<file path="src/rtl/fifo_pkg.sv">
`default_nettype none
// +--------------------------------------------------------------------------+
// | fifo_pkg                                                                 |
// | Shared types, defaults and sizing helpers for the FIFO read-side drain.  |
// | Revision: 1.0                                                            |
// +--------------------------------------------------------------------------+
`ifndef FIFO_WIDTH
`define FIFO_WIDTH 8
`endif

package fifo_pkg;

    localparam int DEF_WIDTH     = `FIFO_WIDTH;
    localparam int MIN_BUF_DEPTH = 3;
    localparam int MAX_BUF_DEPTH = 16;

    typedef logic [DEF_WIDTH-1:0] word_t;

    function automatic int ptr_w(input int depth);
        return (depth > 1) ? $clog2(depth) : 1;
    endfunction

    // Below 3 entries the read pipeline cannot sustain one word per cycle.
    function automatic bit depth_ok(input int depth);
        return (depth >= MIN_BUF_DEPTH) && (depth <= MAX_BUF_DEPTH);
    endfunction

endpackage
`default_nettype wire

</file>
<file path="src/rtl/drain_buf.sv">
`default_nettype none
// +--------------------------------------------------------------------------+
// | drain_buf                                                                |
// | Circular word buffer with head/tail/occupancy tracking and clear.        |
// | Revision: 1.0                                                            |
// +--------------------------------------------------------------------------+
module drain_buf
    import fifo_pkg::*;
#(
    parameter int WIDTH = DEF_WIDTH,
    parameter int DEPTH = 4,
    parameter int PW    = ptr_w(DEPTH),
    parameter int OW    = $clog2(DEPTH + 1)
) (
    input  logic             clk,
    input  logic             rst,
    input  logic             clear,
    input  logic             push,
    input  logic [WIDTH-1:0] push_data,
    input  logic             pop,
    output logic [WIDTH-1:0] head_data,
    output logic             full,
    output logic [OW-1:0]    count
);

    localparam logic [PW-1:0] LAST_PTR = PW'(DEPTH - 1);
    localparam logic [OW-1:0] FULL_OCC = OW'(DEPTH);

    logic [WIDTH-1:0] mem_q [DEPTH];
    logic [WIDTH-1:0] mem_d [DEPTH];
    logic [PW-1:0]    head_q, head_d;
    logic [PW-1:0]    tail_q, tail_d;
    logic [OW-1:0]    occ_q, occ_d;

    function automatic logic [PW-1:0] bump(input logic [PW-1:0] p);
        return (p == LAST_PTR) ? '0 : p + PW'(1);
    endfunction

    always_comb begin
        mem_d  = mem_q;
        head_d = head_q;
        tail_d = tail_q;
        occ_d  = occ_q;
        if (clear) begin
            head_d = '0;
            tail_d = '0;
            occ_d  = '0;
        end else begin
            if (push) begin
                mem_d[tail_q] = push_data;
                tail_d        = bump(tail_q);
            end
            if (pop) begin
                head_d = bump(head_q);
            end
            if (push && !pop) begin
                occ_d = occ_q + OW'(1);
            end else if (!push && pop) begin
                occ_d = occ_q - OW'(1);
            end
        end
    end

    // Storage is reset too so the head word reads as zero out of reset.
    always_ff @(posedge clk) begin
        if (rst) begin
            for (int i = 0; i < DEPTH; i++) begin
                mem_q[i] <= '0;
            end
            head_q <= '0;
            tail_q <= '0;
            occ_q  <= '0;
        end else begin
            mem_q  <= mem_d;
            head_q <= head_d;
            tail_q <= tail_d;
            occ_q  <= occ_d;
        end
    end

    assign head_data = mem_q[head_q];
    assign full      = (occ_q == FULL_OCC);
    assign count     = occ_q;

endmodule
`default_nettype wire

</file>
<file path="src/rtl/fifo_rd_drain.sv">
`default_nettype none
// +--------------------------------------------------------------------------+
// | fifo_rd_drain                                                            |
// | Read-side drain: reads a FIFO without underflow, re-streams valid/ready. |
// | Revision: 1.0                                                            |
// +--------------------------------------------------------------------------+
module fifo_rd_drain
    import fifo_pkg::*;
#(
    parameter int WIDTH     = DEF_WIDTH,
    parameter int BUF_DEPTH = 4,
    parameter int CNT_W     = 16
) (
    input  logic             rclk,
    input  logic             rst,
    input  logic             empty,
    input  logic [WIDTH-1:0] rdata,
    output logic             ren,
    input  logic             flush,
    output logic             m_valid,
    input  logic             m_ready,
    output logic [WIDTH-1:0] m_data,
    output logic [CNT_W-1:0] pop_count,
    output logic [7:0]       drop_count
);

    localparam int          OW      = $clog2(BUF_DEPTH + 1);
    localparam logic [OW:0] DEPTH_V = (OW + 1)'(BUF_DEPTH);

    generate
        if (!depth_ok(BUF_DEPTH)) begin : g_bad_depth
            $error("fifo_rd_drain: BUF_DEPTH must be within 3..16");
        end
    endgenerate

    logic             pend_q, pend_d;
    logic [CNT_W-1:0] pop_q, pop_d;
    logic [7:0]       drop_q, drop_d;
    logic [OW-1:0]    occ;
    logic             buf_full;
    logic             hs;
    logic [OW:0]      inflight;
    logic [9:0]       drop_sum;

    // Reads are gated on buffered plus in-flight words so a captured word
    // always has a slot, independent of downstream back-pressure.
    always_comb begin
        inflight = {1'b0, occ} + {{OW{1'b0}}, pend_q};
        ren      = !rst && !empty && !flush && !buf_full && (inflight < DEPTH_V);
        hs       = m_valid && m_ready && !flush;
        pend_d   = ren;
        pop_d    = hs ? pop_q + CNT_W'(1) : pop_q;
        drop_sum = 10'(drop_q) + 10'(inflight);
        drop_d   = drop_q;
        if (flush) begin
            drop_d = (drop_sum > 10'd255) ? 8'hFF : drop_sum[7:0];
        end
    end

    always_ff @(posedge rclk) begin
        if (rst) begin
            pend_q <= 1'b0;
            pop_q  <= '0;
            drop_q <= '0;
        end else begin
            pend_q <= pend_d;
            pop_q  <= pop_d;
            drop_q <= drop_d;
        end
    end

    drain_buf #(
        .WIDTH (WIDTH),
        .DEPTH (BUF_DEPTH)
    ) u_buf (
        .clk       (rclk),
        .rst       (rst),
        .clear     (flush),
        .push      (pend_q),
        .push_data (rdata),
        .pop       (hs),
        .head_data (m_data),
        .full      (buf_full),
        .count     (occ)
    );

    assign m_valid    = (occ != '0);
    assign pop_count  = pop_q;
    assign drop_count = drop_q;

endmodule
`default_nettype wire

</file>
<file path="config.mk">
export PLATFORM = sky130hd
export DESIGN_NAME = fifo_rd_drain
export DESIGN_NICKNAME = d
export VERILOG_FILES = /design/src/rtl/fifo_pkg.sv /design/src/rtl/drain_buf.sv /design/src/rtl/fifo_rd_drain.sv
export SDC_FILE = /design/constraint.sdc
export NUM_CORES = 1
export LEC_CHECK = 0
export CORE_ASPECT_RATIO = 0.75
export CORE_MARGIN = 2
export CORE_UTILIZATION = 51
export DETAILED_ROUTE_END_ITERATION = 6
export GPL_TIMING_DRIVEN = 0
export HOLD_SLACK_MARGIN = 0.15
export PLACE_DENSITY = 0.76
export SLEW_MARGIN = 30
export SYNTH_ARGS = -nofsm -noshare
export SYNTH_HDL_FRONTEND = slang
export SYNTH_SLANG_ARGS = --single-unit
</file>
<file path="constraint.sdc">
create_clock -name rclk -period 2.9 [get_ports rclk]
set_input_delay 0.58 -clock rclk [delete_from_list [all_inputs] [get_ports rclk]]
set_output_delay 0.58 -clock rclk [all_outputs]
set_load 0.05 [all_outputs]
</file>
==> flow_metrics.py <==
metrics = {
    "status": {
        "outcome": "completed",
    },
    "sta": {
        "rsz0062_at_grt": "false",
        "max_slew.worst_pin.slew_ps": 578,
        "clock.fmax_mhz": 355,
        "final_hold_viol_count": 0,
        "finalClockSkew_ps": 7.47,
        "drv_slew": 0,
        "fin_crit_ps": 2820,
        "holdWs_ps": 456,
        "slew_headroom": 0.615,
        "setup-violations-final": 0,
        "timing.final.crit_share": 0.971,
    },
    "place": {
        "dp_cells": 470,
        "gp_congestion": 0.772,
        "dp_hpwl_um": 5030,
        "numPortBuffers": 45,
    },
    "power": {
        "p_clk_frac": 0.480,
        "p_comb_frac": 0.076,
        "powerDensity_nw_per_um2": 520,
        "p_sw_uw": 461,
        "internal_power_uw": 1560,
        "seq_power_share": 0.444,
        "swShare": 0.228,
        "p_leak_uw": 0.00145,
        "peakVddDrop_mv": 0.359,
    },
    "clock_tree": {
        "clk_pin_slew_ps": 70,
        "cts_root_buf": "clkbuf_8",
        "tritoncts": "built",
        "cts-htree-levels": 3,
        "cts_max_path_buffers": 2,
        "clock-sinks": 64,
        "cts-buffers-inserted": 9,
        "clock_latency_ps": 350,
    },
    "critical_path": {
        "r2r-end": "u_buf.count[2]",
        "cp_max_fo": 10,
        "critPathCaptureType": "output pin",
        "rrSetupSlack_ps": 390,
        "arrival_ps": 2240,
        "worstPathRequired_ps": 2320,
        "r2r_start": "u_buf.count[0]",
        "crit_type": "reg2out",
        "r2r_cells": 9,
        "start_kind": "flop",
        "crit_path_start": "u_buf.head_q[0]",
    },
    "layout": {
        "syn_to_final_growth_pct": 26.9,
        "nets": 431,
        "drive_gt1_frac": 0.0882,
        "final_cell_mix": "dfxtp_1 (64), a21oi_1 (48), nand2_1 (44)",
        "fillers": 490,
        "fin_util": 0.671,
        "final_cells": 486,
        "final_common_cell": "dfxtp_1",
        "antennaDiodeCount": 0,
    },
    "global_routing": {
        "grt_overflow_total": 0,
        "grt.met1_usage": 0.315,
        "track_usage": 0.235,
        "use_met2": 0.364,
        "antenna_found_initial": 0,
        "grt_max_degree": 12,
        "busiest_layer": "met2",
        "grt_pass1_wl_um": 12100,
        "met3_usage": 0.0745,
        "grt_pass1_vias": 2566,
    },
    "die": {
        "die_area_um2": 6650,
        "die_w_um": 93.5,
        "num_rows": 24,
        "die_h_um": 71.1,
        "initial_core_util": 0.528,
        "io_pins": 47,
        "core_um2": 5800,
    },
    "route": {
        "vias_per_cell": 5.76,
        "wl_um": 7340,
        "drc": 0,
        "num_vias": 2798,
        "ant_nets": 0,
        "dr.first_iter.drc_count": 261,
        "dr.pass1.iters": 5,
        "wire_per_inst_um": 15.1,
    },
    "worst_hold_path": {
        "min_path_type": "reg2reg",
        "worstHoldPathCells": 2,
        "worstHoldStart": "u_buf.mem_q[23]",
        "holdPathEnd": "u_buf.mem_q[23]",
    },
    "synth": {
        "ys_ff_latch": 64,
        "yosys_warnings": 0,
        "synthTopCellsByArea": "dfxtp_1 (42%), a21oi_1 (7.8%), nand3_1 (6.2%), mux4_2 (5.9%), nand2_1 (5.4%)",
        "synth_ff_type": "dfxtp_1",
        "synth-edff-count": 0,
        "synth_cell_types": 41,
        "synth_cells": 347,
        "synth_top_cell_by_area": "dfxtp_1",
        "netlist_area_um2": 3060,
        "syn-num-nets": 375,
        "synth_top_area_frac": 0.418,
        "postSynth.asyncResetShare": 0,
        "syn_avg_cell_area_um2": 8.83,
        "seq_area_frac_synth": 0.418,
    },
    "flow_run": {
        "maxCapViolations": 0,
    },
}
==> state kept, by name, indices dropped and copies added, names as in the netlist <==
signal,flops
u_buf.mem_q,32
u_buf.tail_q,2
drop_count,8
u_buf.count,3
pop_count,16
pend_q,1
u_buf.head_q,2
==> synthesized netlist by cell type, drive strengths merged (2+ instances only) <==
cell and instances:
nand3 38, buf 3, nor4 3, ha 13, nand4 4, a311oi 2, nor3 4, o31ai 5
o211ai 2, nor2 22, a31oi 2, o21ai 5, nor4b 4, inv 14, a21oi 48, and3 3
xnor2 8, fa 2, xor2 6, nand2 44, clkbuf 17, or4 6, mux4 8, mux2i 6
nor2b 2, dfxtp 64, or3 2
==> final cells by class <==
cell class | count | area (um2) | share of cell area
clock buffer | 11 | 151 | 0.0390
clock inverter | 5 | 103 | 0.0264
tap | 78 | 97.6 | 0.0251
timing repair buffer | 45 | 463 | 0.119
inverter | 14 | 52.6 | 0.0135
multi-input combinational | 249 | 1650 | 0.425
sequential | 64 | 1280 | 0.330
buffer | 20 | 86.3 | 0.0222
==> stage by stage <==
stage	power, uW	setup WS [ps]	setup TNS (ps)	instance area (um2)
global placement	1070	-356	-356	3620
CTS	2030	29.2	0	3870
detailed placement	1070	-368	-368	3620
finish	2020	84.0	0	3890
floorplan	1010	178	0	3070
global route	2080	12.4	0	3890
==> cell families (layout without fill, tap and decap cells) <==
family | after synthesis | count (layout) | synth area share
adders and majority gates | 15 | 15 | 0.0662
DFF | 64 | 64 | 0.418
buffers and inverters | 34 | 95 | 0.0445
AOI/OAI and AO/OA | 66 | 66 | 0.118
xor gates and xnor gates | 14 | 14 | 0.0400
and+or+nand+nor | 139 | 139 | 0.230
muxes | 15 | 15 | 0.0821
==> worst max path at each step <==
stage,endpoint,slack [ps],depth (start not counted)
floorplan,ren,180,4
global placement,ren,-360,5
detailed placement,ren,-370,5
CTS,m_data[1],30,3
global route,m_data[0],10,3
finish,m_data[0],80,3
==> power groups by stage <==
stage | registers [uW] | clock network [uW] | logic, uW
finish | 898 | 971 | 153
global route | 899 | 1010 | 167
CTS | 898 | 979 | 153
detailed placement | 918 | 0 | 153
global placement | 917 | 0 | 150
floorplan | 931 | 0 | 80.6
==> metal layers <==
layer	wire length, um	part of all wire
met1	3300	0.45
met2	3390	0.46
met3	549	0.075
met4	96	0.013
met5	0	0
==> repair_timing <==
item	4_1_cts	5_1_grt
pin swaps	0	0
resized for setup	6	9
hold buffers	0	0
setup endpoints to repair	9	8
setup buffers	0	0
==> worst max-delay path, stage by stage, from the launching register on <==
cell             delay [ps]
dfxtp_1                 340
clkbuf_2                300
mux4_2                  540
clkdlybuf4s50_1         710
No activity file was read; power rests on OpenSTA's default activity.
